$ cat config.mk
export PLATFORM = sky130hd
export DESIGN_NAME = udp_ip_tx_hdr_calc
export DESIGN_NICKNAME = d
export VERILOG_FILES = /design/src/rtl/udp_ip_tx_hdr_calc.sv
export SDC_FILE = /design/constraint.sdc
export NUM_CORES = 1
export LEC_CHECK = 0
export CAP_MARGIN = 15
export CORE_UTILIZATION = 45
export CTS_CLUSTER_DIAMETER = 200
export DETAILED_ROUTE_END_ITERATION = 12
export PLACE_DENSITY_LB_ADDON = 0.2
export REMOVE_ABC_BUFFERS = 1
export SYNTH_ARGS = -nofsm -noshare
export SYNTH_HDL_FRONTEND = slang
export SYNTH_SLANG_ARGS = --single-unit
$ cat constraint.sdc
create_clock -name i_clk -period 9.8 [get_ports i_clk]
set_clock_uncertainty 0.1 [all_clocks]
set_input_delay 1.96 -clock i_clk [delete_from_list [all_inputs] [get_ports i_clk]]
set_output_delay 1.96 -clock i_clk [all_outputs]
set_load 0.1 [all_outputs]
$ cat src/rtl/udp_ip_tx_hdr_calc.sv
// UDP/IPv4 TX header calculator: forwards payload bytes to the MAC TX FIFO and derives the length/checksum fields.
// Optional macro UDP_CHECKSUM_EN enables the UDP payload checksum; without it the UDP checksum field is 0x0000.
module udp_ip_tx_hdr_calc #(
  parameter int unsigned MAX_PAYLOAD = 1472,
  parameter logic [7:0]  IP_TTL      = 8'd64,
  parameter logic [15:0] IP_ID       = 16'h0000
) (
  input  logic        i_clk,
  input  logic        i_reset_n,
  input  logic [31:0] cfg_src_ip,
  input  logic [31:0] cfg_dst_ip,
  input  logic [15:0] cfg_src_port,
  input  logic [15:0] cfg_dst_port,
  input  logic [7:0]  s_axis_tdata,
  input  logic        s_axis_tvalid,
  input  logic        s_axis_tlast,
  output logic        s_axis_trdy,
  output logic [7:0]  m_tx_axis_tdata,
  output logic        m_tx_axis_tvalid,
  output logic        m_tx_axis_tlast,
  input  logic        m_tx_axis_trdy,
  output logic        m_hdr_tvalid,
  output logic [15:0] m_udp_hdr_length,
  output logic [15:0] m_udp_hdr_checksum,
  output logic [15:0] m_ip_hdr_length,
  output logic [15:0] m_ip_hdr_checksum,
  output logic        m_hdr_oversize
);

  typedef enum logic [2:0] {
    IDLE   = 3'd0,
    STREAM = 3'd1,
    CALC0  = 3'd2,
    CALC1  = 3'd3,
    CALC2  = 3'd4,
    EMIT   = 3'd5
  } state_t;

  localparam logic [15:0] MAX_LEN = 16'(MAX_PAYLOAD);

  state_t      state_r;
  logic [15:0] len_r;
  logic [31:0] src_ip_r;
  logic [31:0] dst_ip_r;
  logic        pass_s;
  logic        accept_s;
  logic [15:0] udp_len_s;
  logic [15:0] ip_len_s;
  logic [15:0] udp_csum_s;
  logic [31:0] ip_sum_s;
  logic [15:0] ip_csum_s;

  // End-around-carry fold of a 32-bit one's-complement sum down to 16 bits.
  function automatic logic [15:0] fold16(input logic [31:0] v);
    logic [31:0] t;
    t = {16'h0000, v[31:16]} + {16'h0000, v[15:0]};
    t = {16'h0000, t[31:16]} + {16'h0000, t[15:0]};
    return t[15:0];
  endfunction

  function automatic logic [31:0] ext16(input logic [15:0] v);
    return {16'h0000, v};
  endfunction

  // Payload path is open only while a packet is being collected.
  always_comb begin
    pass_s = 1'b0;
    if ((state_r == IDLE) || (state_r == STREAM)) begin
      pass_s = 1'b1;
    end else begin
      pass_s = 1'b0;
    end
  end

  assign s_axis_trdy      = pass_s & m_tx_axis_trdy;
  assign m_tx_axis_tvalid = pass_s & s_axis_tvalid;
  assign m_tx_axis_tdata  = s_axis_tdata;
  assign m_tx_axis_tlast  = s_axis_tlast;
  assign accept_s         = s_axis_tvalid & s_axis_trdy;

  assign udp_len_s = len_r + 16'd8;
  assign ip_len_s  = len_r + 16'd28;

  // IPv4 header sum over the fixed fields, lengths and addresses.
  always_comb begin
    ip_sum_s  = 32'h0000_4500 + ext16(ip_len_s) + ext16(IP_ID) + 32'h0000_4000
              + ext16({IP_TTL, 8'h11})
              + ext16(src_ip_r[31:16]) + ext16(src_ip_r[15:0])
              + ext16(dst_ip_r[31:16]) + ext16(dst_ip_r[15:0]);
    ip_csum_s = ~fold16(ip_sum_s);
  end

`ifdef UDP_CHECKSUM_EN
  logic [31:0] acc_r;
  logic        odd_r;
  logic [15:0] src_port_r;
  logic [15:0] dst_port_r;
  logic [15:0] udp_fold_r;
  logic [31:0] byte_word_s;
  logic [31:0] pseudo_s;
  logic [15:0] udp_inv_s;

  // Byte placement within its 16-bit word plus pseudo-header/UDP-header terms.
  always_comb begin
    byte_word_s = 32'h0000_0000;
    if (odd_r) begin
      byte_word_s = {24'h00_0000, s_axis_tdata};
    end else begin
      byte_word_s = {16'h0000, s_axis_tdata, 8'h00};
    end
    pseudo_s  = ext16(src_ip_r[31:16]) + ext16(src_ip_r[15:0])
              + ext16(dst_ip_r[31:16]) + ext16(dst_ip_r[15:0])
              + 32'h0000_0011 + ext16(udp_len_s)
              + ext16(src_port_r) + ext16(dst_port_r) + ext16(udp_len_s);
    udp_inv_s = ~udp_fold_r;
    if (udp_inv_s == 16'h0000) begin
      udp_csum_s = 16'hFFFF;
    end else begin
      udp_csum_s = udp_inv_s;
    end
  end

  // Payload sum accumulation and UDP checksum folding.
  always_ff @(posedge i_clk) begin
    if (!i_reset_n) begin
      acc_r      <= 32'h0000_0000;
      odd_r      <= 1'b0;
      src_port_r <= 16'h0000;
      dst_port_r <= 16'h0000;
      udp_fold_r <= 16'h0000;
    end else begin
      case (state_r)
        IDLE: begin
          if (accept_s) begin
            acc_r      <= {16'h0000, s_axis_tdata, 8'h00};
            odd_r      <= 1'b1;
            src_port_r <= cfg_src_port;
            dst_port_r <= cfg_dst_port;
          end
        end
        STREAM: begin
          if (accept_s) begin
            acc_r <= acc_r + byte_word_s;
            odd_r <= ~odd_r;
          end
        end
        CALC0:   acc_r <= acc_r + pseudo_s;
        CALC1:   udp_fold_r <= fold16(acc_r);
        default: acc_r <= acc_r;
      endcase
    end
  end
`else
  logic unused_ports_s;
  assign unused_ports_s = ^{cfg_src_port, cfg_dst_port};
  assign udp_csum_s     = 16'h0000;
`endif

  // Packet FSM: length count, address capture and registered header outputs.
  always_ff @(posedge i_clk) begin
    if (!i_reset_n) begin
      state_r            <= IDLE;
      len_r              <= 16'h0000;
      src_ip_r           <= 32'h0000_0000;
      dst_ip_r           <= 32'h0000_0000;
      m_hdr_tvalid       <= 1'b0;
      m_udp_hdr_length   <= 16'h0000;
      m_udp_hdr_checksum <= 16'h0000;
      m_ip_hdr_length    <= 16'h0000;
      m_ip_hdr_checksum  <= 16'h0000;
      m_hdr_oversize     <= 1'b0;
    end else begin
      m_hdr_tvalid <= 1'b0;
      case (state_r)
        IDLE: begin
          if (accept_s) begin
            src_ip_r <= cfg_src_ip;
            dst_ip_r <= cfg_dst_ip;
            len_r    <= 16'd1;
            state_r  <= s_axis_tlast ? CALC0 : STREAM;
          end
        end
        STREAM: begin
          if (accept_s) begin
            if (len_r != 16'hFFFF) begin
              len_r <= len_r + 16'd1;
            end
            if (s_axis_tlast) begin
              state_r <= CALC0;
            end
          end
        end
        CALC0: state_r <= CALC1;
        CALC1: state_r <= CALC2;
        CALC2: begin
          // Header outputs change only here so they stay stable from one EMIT to the next.
          m_udp_hdr_length   <= udp_len_s;
          m_udp_hdr_checksum <= udp_csum_s;
          m_ip_hdr_length    <= ip_len_s;
          m_ip_hdr_checksum  <= ip_csum_s;
          m_hdr_oversize     <= (len_r > MAX_LEN);
          m_hdr_tvalid       <= 1'b1;
          state_r            <= EMIT;
        end
        EMIT:    state_r <= IDLE;
        default: state_r <= IDLE;
      endcase
    end
  end

endmodule

# Word-level counts from Yosys, hierarchy flattened
# Index checks and enable logic that the tools add are counted.
# totals
in_bits	109
ff_bits	133
output_inout_bits	77
# classes
n_lt_le_gt_ge	1
n_bitwise	4
add_sub_neg	12
n_reduce_logical	6
n_mux	11
n_eq_ne	9
# op_table
cell	n
$mux 16	3
$pmux 16 s2	1
$add 22x16->23	1
$add 21x16->22	1
$add 20x16->21	1
$add 19x16->20	1
$add 18x15->19 const B	1
$add 17x15->18 const B	1
$add 15x16->17 const A	1
$add 7x16->17	1
$add 1x16->16	1
$add 16x1->16 const B	1
$add 16x4->16 const B	1
$add 16x5->16 const B	1
$gt 16x11->1 const B	1
$ne 16x16->1 const B	1
$not 16->16	1
$pmux 3 s5	1
$mux 3	3
$eq 3x2->1 const B	2
$ne 2x2->1 const B	3
$reduce_and 4->1	1
$and 1x1->1	3
$eq 3x1->1 const B	1
other kinds (9)	10

# Depth between registers and ports, before layout
# logic_depth
word_depth	11
mapped_depth	42

# Worst setup path after synthesis
# OpenSTA, ideal clock, no wires.
# synth_path
kind	flip-flop to flip-flop
startpoint	reg len_r[3]
endpoint	reg m_ip_hdr_checksum[10]
synth_period_minus_slack_ns	8.120
arrival_ns	7.946
path_slack_ns	1.680
setup_time_ns	0.074
path_stages_with_launch	42
cell_sequence	dfxtp_1 -> inv_1 -> ha_1 -> nand2_1 -> nand2_1 -> nor2_1 -> nand2_1 -> xnor2_1 -> fa_1 -> inv_1 -> fa_1 -> inv_1 -> fa_1 -> ha_1 -> clkbuf_1 -> a21o_1 -> a21oi_1 -> nand2_1 -> (+6 left out) -> inv_1 -> fa_1 -> nand2b_1 -> a21oi_1 -> nand2b_1 -> nor3_2 -> and3_1 -> and3_1 -> ha_1 -> nor2b_1 -> nand2_1 -> nor3_1 -> nand3_1 -> and4b_1 -> buf_4 -> o21bai_1 -> or3_1 -> a31oi_1
# synth_between
elab_chain_cells	11
# synth_lines
item	line	text
from (decl)	42	logic [15:0] len_r;
from (signal assigned)	186	len_r <= len_r + 16'd1;
$add 16x5->16	82	assign ip_len_s = len_r + 16'd28;
net ip_len_s[10]	48	logic [15:0] ip_len_s;
$add 15x16->17	86	ip_sum_s = 32'h0000_4500 + ext16(ip_len_s) + ext16(IP_ID) + 32'h0000_4000
$add 17x15->18	86	
$add 18x15->19	87	+ ext16({IP_TTL, 8'h11})
$add 19x16->20	88	+ ext16(src_ip_r[31:16]) + ext16(src_ip_r[15:0])
$add 20x16->21	88	
$add 21x16->22	89	+ ext16(dst_ip_r[31:16]) + ext16(dst_ip_r[15:0]);
$add 22x16->23	89	
$add 7x16->17	56	t = {16'h0000, v[31:16]} + {16'h0000, v[15:0]};
$add 1x16->16	57	t = {16'h0000, t[31:16]} + {16'h0000, t[15:0]};
$not 16->16	90	ip_csum_s = ~fold16(ip_sum_s);
to (signal assigned)	200	m_ip_hdr_checksum <= ip_csum_s;
to (decl)	26	output logic [15:0] m_ip_hdr_checksum,
# The timed path passes the listed nets, and every way through them passes these cells.
# A chain may end at the register's enable or synchronous reset.

# Worst setup path after layout
# layout_path
startpoint	reg len_r[2]
endpoint	reg m_ip_hdr_checksum[10]
# The elaborated chain is that of the path after synthesis.

==> results by group <==
Clock tree
  – Clk root buf: clkbuf_16
  – H-tree Lvls: 4
  – CTS Buf Count: 17
  – CTS clk-pin slew, worst paths: 0.06 ns
  – Clk_lat worst skew: 0.43 ns
  – Clock Path Buffers: 2
  – CTS sink count: 131
  – CTS tree: yes
  – Setup bufs post-CTS: 0

Worst setup path
  – CP Launch Type: register
  – Slowest cell delay on critical path: 0.53 ns
  – CP dominant cell by count: fa_1
  – Worst path required time: 10.04 ns
  – Crit. End Element: register
  – Worst EP arrival: 9.28 ns
  – Crit Path Category: register to register
  – Worst Path Max Fanout: 6
  – Reg2Reg Setup Slack: 0.76 ns
  – Slowest cell on crit path: fa_1

Logic synthesis
  – Synth Instances: 1,079
  – Post-synth EDFFs: 0
  – Yosys cell types: 70
  – Ys flop type: dfxtp_1
  – Mapped Avg Cell Area: 7.99 sq um
  – Async SR Flop Fraction: 0
  – Sequential share of the synthesized area: 0.304
  – Synth warn: 0
  – Yosys reg bits: 131
  – Cell area after synthesis: 0.00862 sq mm

Cells and area
  – Commonest non-fill, non-tap cells in the layout: 174 x nand2_1, 141 x inv_1, 131 x dfxtp_1
  – P&R area growth vs syn: 21.3%
  – Commonest non-fill, non-tap cell in the layout: nand2_1
  – Share of layout cells above drive strength 1: 0.0556
  – Final instance area: 0.0105 sq mm
  – # nets final: 1,359
  – Ant diodes: 0

Route
  – Via density per instance: 5.02
  – Vias post-DR: 7,050
  – WL final: 19,300 um
  – DR pass1 iterations: 5
  – DRC violations left: 0
  – Drt initial violations: 444
  – Routed length per instance: 13.8 um
  – Antenna viol nets, final: 0

Power
  – Sw Pwr: 0.642 mW
  – Sequential share of power: 0.304
  – IR Drop Worst-Case VDD: 0.000118 V
  – Power per standard cell area: 177 mW/mm^2
  – Int Power: 1.21 mW
  – Switching Fraction: 0.347
  – Leakage: 4.19 nW
  – Comb power frac: 0.334
  – Clock power frac: 0.362
  – Pwr Total: 1.85 mW

STA
  – Hold Fails Final Rpt: 0
  – Tcrit/Tclk final: 0.922
  – # setup viols final: 0
  – Slew Limit Headroom: 0.349
  – RSZ-0062 raised after global routing: no
  – Final setup TNS: 0 ns
  – Post-layout min period: 9.04 ns
  – Worst-Margin Slew: 0.974 ns
  – Fmax achieved: 0.111 GHz
  – Max-slew violations: 0

Status
  – Outcome: completed

GRT
  – Pin count of the biggest net entering global routing: 74
  – GR Overflow Total: 0
  – Global-route wire length before repair: 32,400 um
  – Gr usage total: 0.208
  – Number of global-route vias before repair: 6,616
  – Initial antenna violation count: 0

Floorplan
  – Chip Width: 140 um
  – I/O pin cnt: 186
  – Die Ht: 140 um
  – Core Region: 0.0188 sq mm
  – Initial Util: 0.459
  – Placement Rows: 50
  – Die ar.: 0.0197 sq mm

Flow run
  – Max_cap viols: 0

Placed design
  – PortBufs: 121
  – Gpl congestion: 0.857
  – Placement Cell Area: 0.00981 sq mm
  – Post-DP HPWL: 14,400 um

Hold path
  – Hold WC Path Type: register to register
flip-flops by register name (all words and copies together) (netlist names):
| signal | count |
|---|---|
| m_ip_hdr_length | 14 |
| m_udp_hdr_length | 16 |
| m_hdr_tvalid | 1 |
| src_ip_r | 32 |
| len_r | 16 |
| m_ip_hdr_checksum | 16 |
| m_hdr_oversize | 1 |
| state_r | 3 |
| dst_ip_r | 32 |
timing repair:
action / 4_1_cts / 5_1_grt
hold buffers: 0 / 0
gates resized for setup: 0 / 7
endpoints found under the setup margin: 0 / 6
area by class of cell:
type | count | area, sq um
Clock buffer | 21 | 470
Clock inverter | 11 | 149
Fill cell | 1830 | 8310
Inverter | 142 | 534
Multi-Input combinational cell | 738 | 5130
Sequential cell | 131 | 2620
Tap cell | 234 | 293
Timing Repair Buffer | 127 | 1260
through the flow:
stage / setup WS (ns) / instances / util / hold WS, ns
floorplan: 1.69 / 1011 / - / 0.336
global placement: 0.578 / 1372 / 0.523 / 0.344
detailed placement: 0.595 / 1372 / 0.523 / 0.347
CTS: 0.510 / 1404 / 0.556 / 0.354
global route: 0.0333 / 1404 / 0.557 / 0.370
finish: 0.762 / 1404 / 0.557 / 0.353
kinds of logic after synthesis:
logic type	share of synthesized area
adder cells (fa/ha/maj)	0.178
other	0.000435
flip-flops	0.304
AO/OA/AOI/OAI	0.139
multiplexers	0.00493
AND/OR/NAND/NOR	0.200
XOR/XNOR	0.0618
buffers and inverters	0.111
power by group through the flow:
stage	clock (mW)	combinational, mW	sequential [mW]
2_1_floorplan	0	0.449	0.592
3_3_place_gp	0	0.608	0.573
3_5_place_dp	0	0.616	0.573
4_1_cts	0.684	0.618	0.562
5_1_grt	0.706	0.685	0.564
6_report	0.669	0.616	0.562
final timing paths:
| kind | cells past startpoint | to | startpoint |
|---|---|---|---|
| min reg2reg | 2 | dst_ip_r[11] | dst_ip_r[11] |
| max reg2reg | 35 | m_ip_hdr_checksum[10] | len_r[2] |
| max | 35 | m_ip_hdr_checksum[10] | len_r[2] |
| min | 2 | dst_ip_r[11] | dst_ip_r[11] |
worst max-delay path: cells and delay by family (launching register included):
| kind | cells | cell delay, ns |
|---|---|---|
| AND/OR/NAND/NOR | 14 | 2.88 |
| adder cells (fa/ha/maj) | 7 | 2.72 |
| AO/OA/AOI/OAI | 9 | 2.06 |
| XOR/XNOR | 2 | 0.49 |
| flip-flops | 1 | 0.45 |
| buffers and inverters | 3 | 0.24 |
per-layer routing:
layer  vias up  wire (um)  GRT usage
met1      3233       9440      0.282
met3        22        874     0.0444
li1       3625          -          -
met5         -          0          0
met4         0        345     0.0677
met2       170       8690      0.329
Yosys cell counts, types with 3 or more instances:
cell	number	area share
and2_1	6	0.0044
a21o_1	7	0.0061
or2_2	3	0.0022
clkbuf_1	49	0.021
buf_1	3	0.0013
a31oi_1	5	0.0036
xnor2_1	35	0.036
and3_1	7	0.0051
nand4_1	7	0.0051
a311oi_1	4	0.0041
xor2_1	24	0.024
nor4_1	8	0.0058
buf_4	28	0.024
a21boi_0	5	0.0044
nor2b_1	3	0.0022
fa_1	49	0.11
nand3_1	23	0.013
a21oi_1	91	0.053
nand2_1	174	0.076
nand2b_1	4	0.0029
or3_1	9	0.0065
inv_1	142	0.062
o21ai_0	20	0.012
a211oi_1	21	0.018
dfxtp_1	131	0.30
o21a_1	5	0.0044
ha_1	44	0.064
nor2_1	87	0.038
and4_1	4	0.0041
nor3_1	26	0.015
nand3b_1	3	0.0026
(Power assumes the default switching activity.)
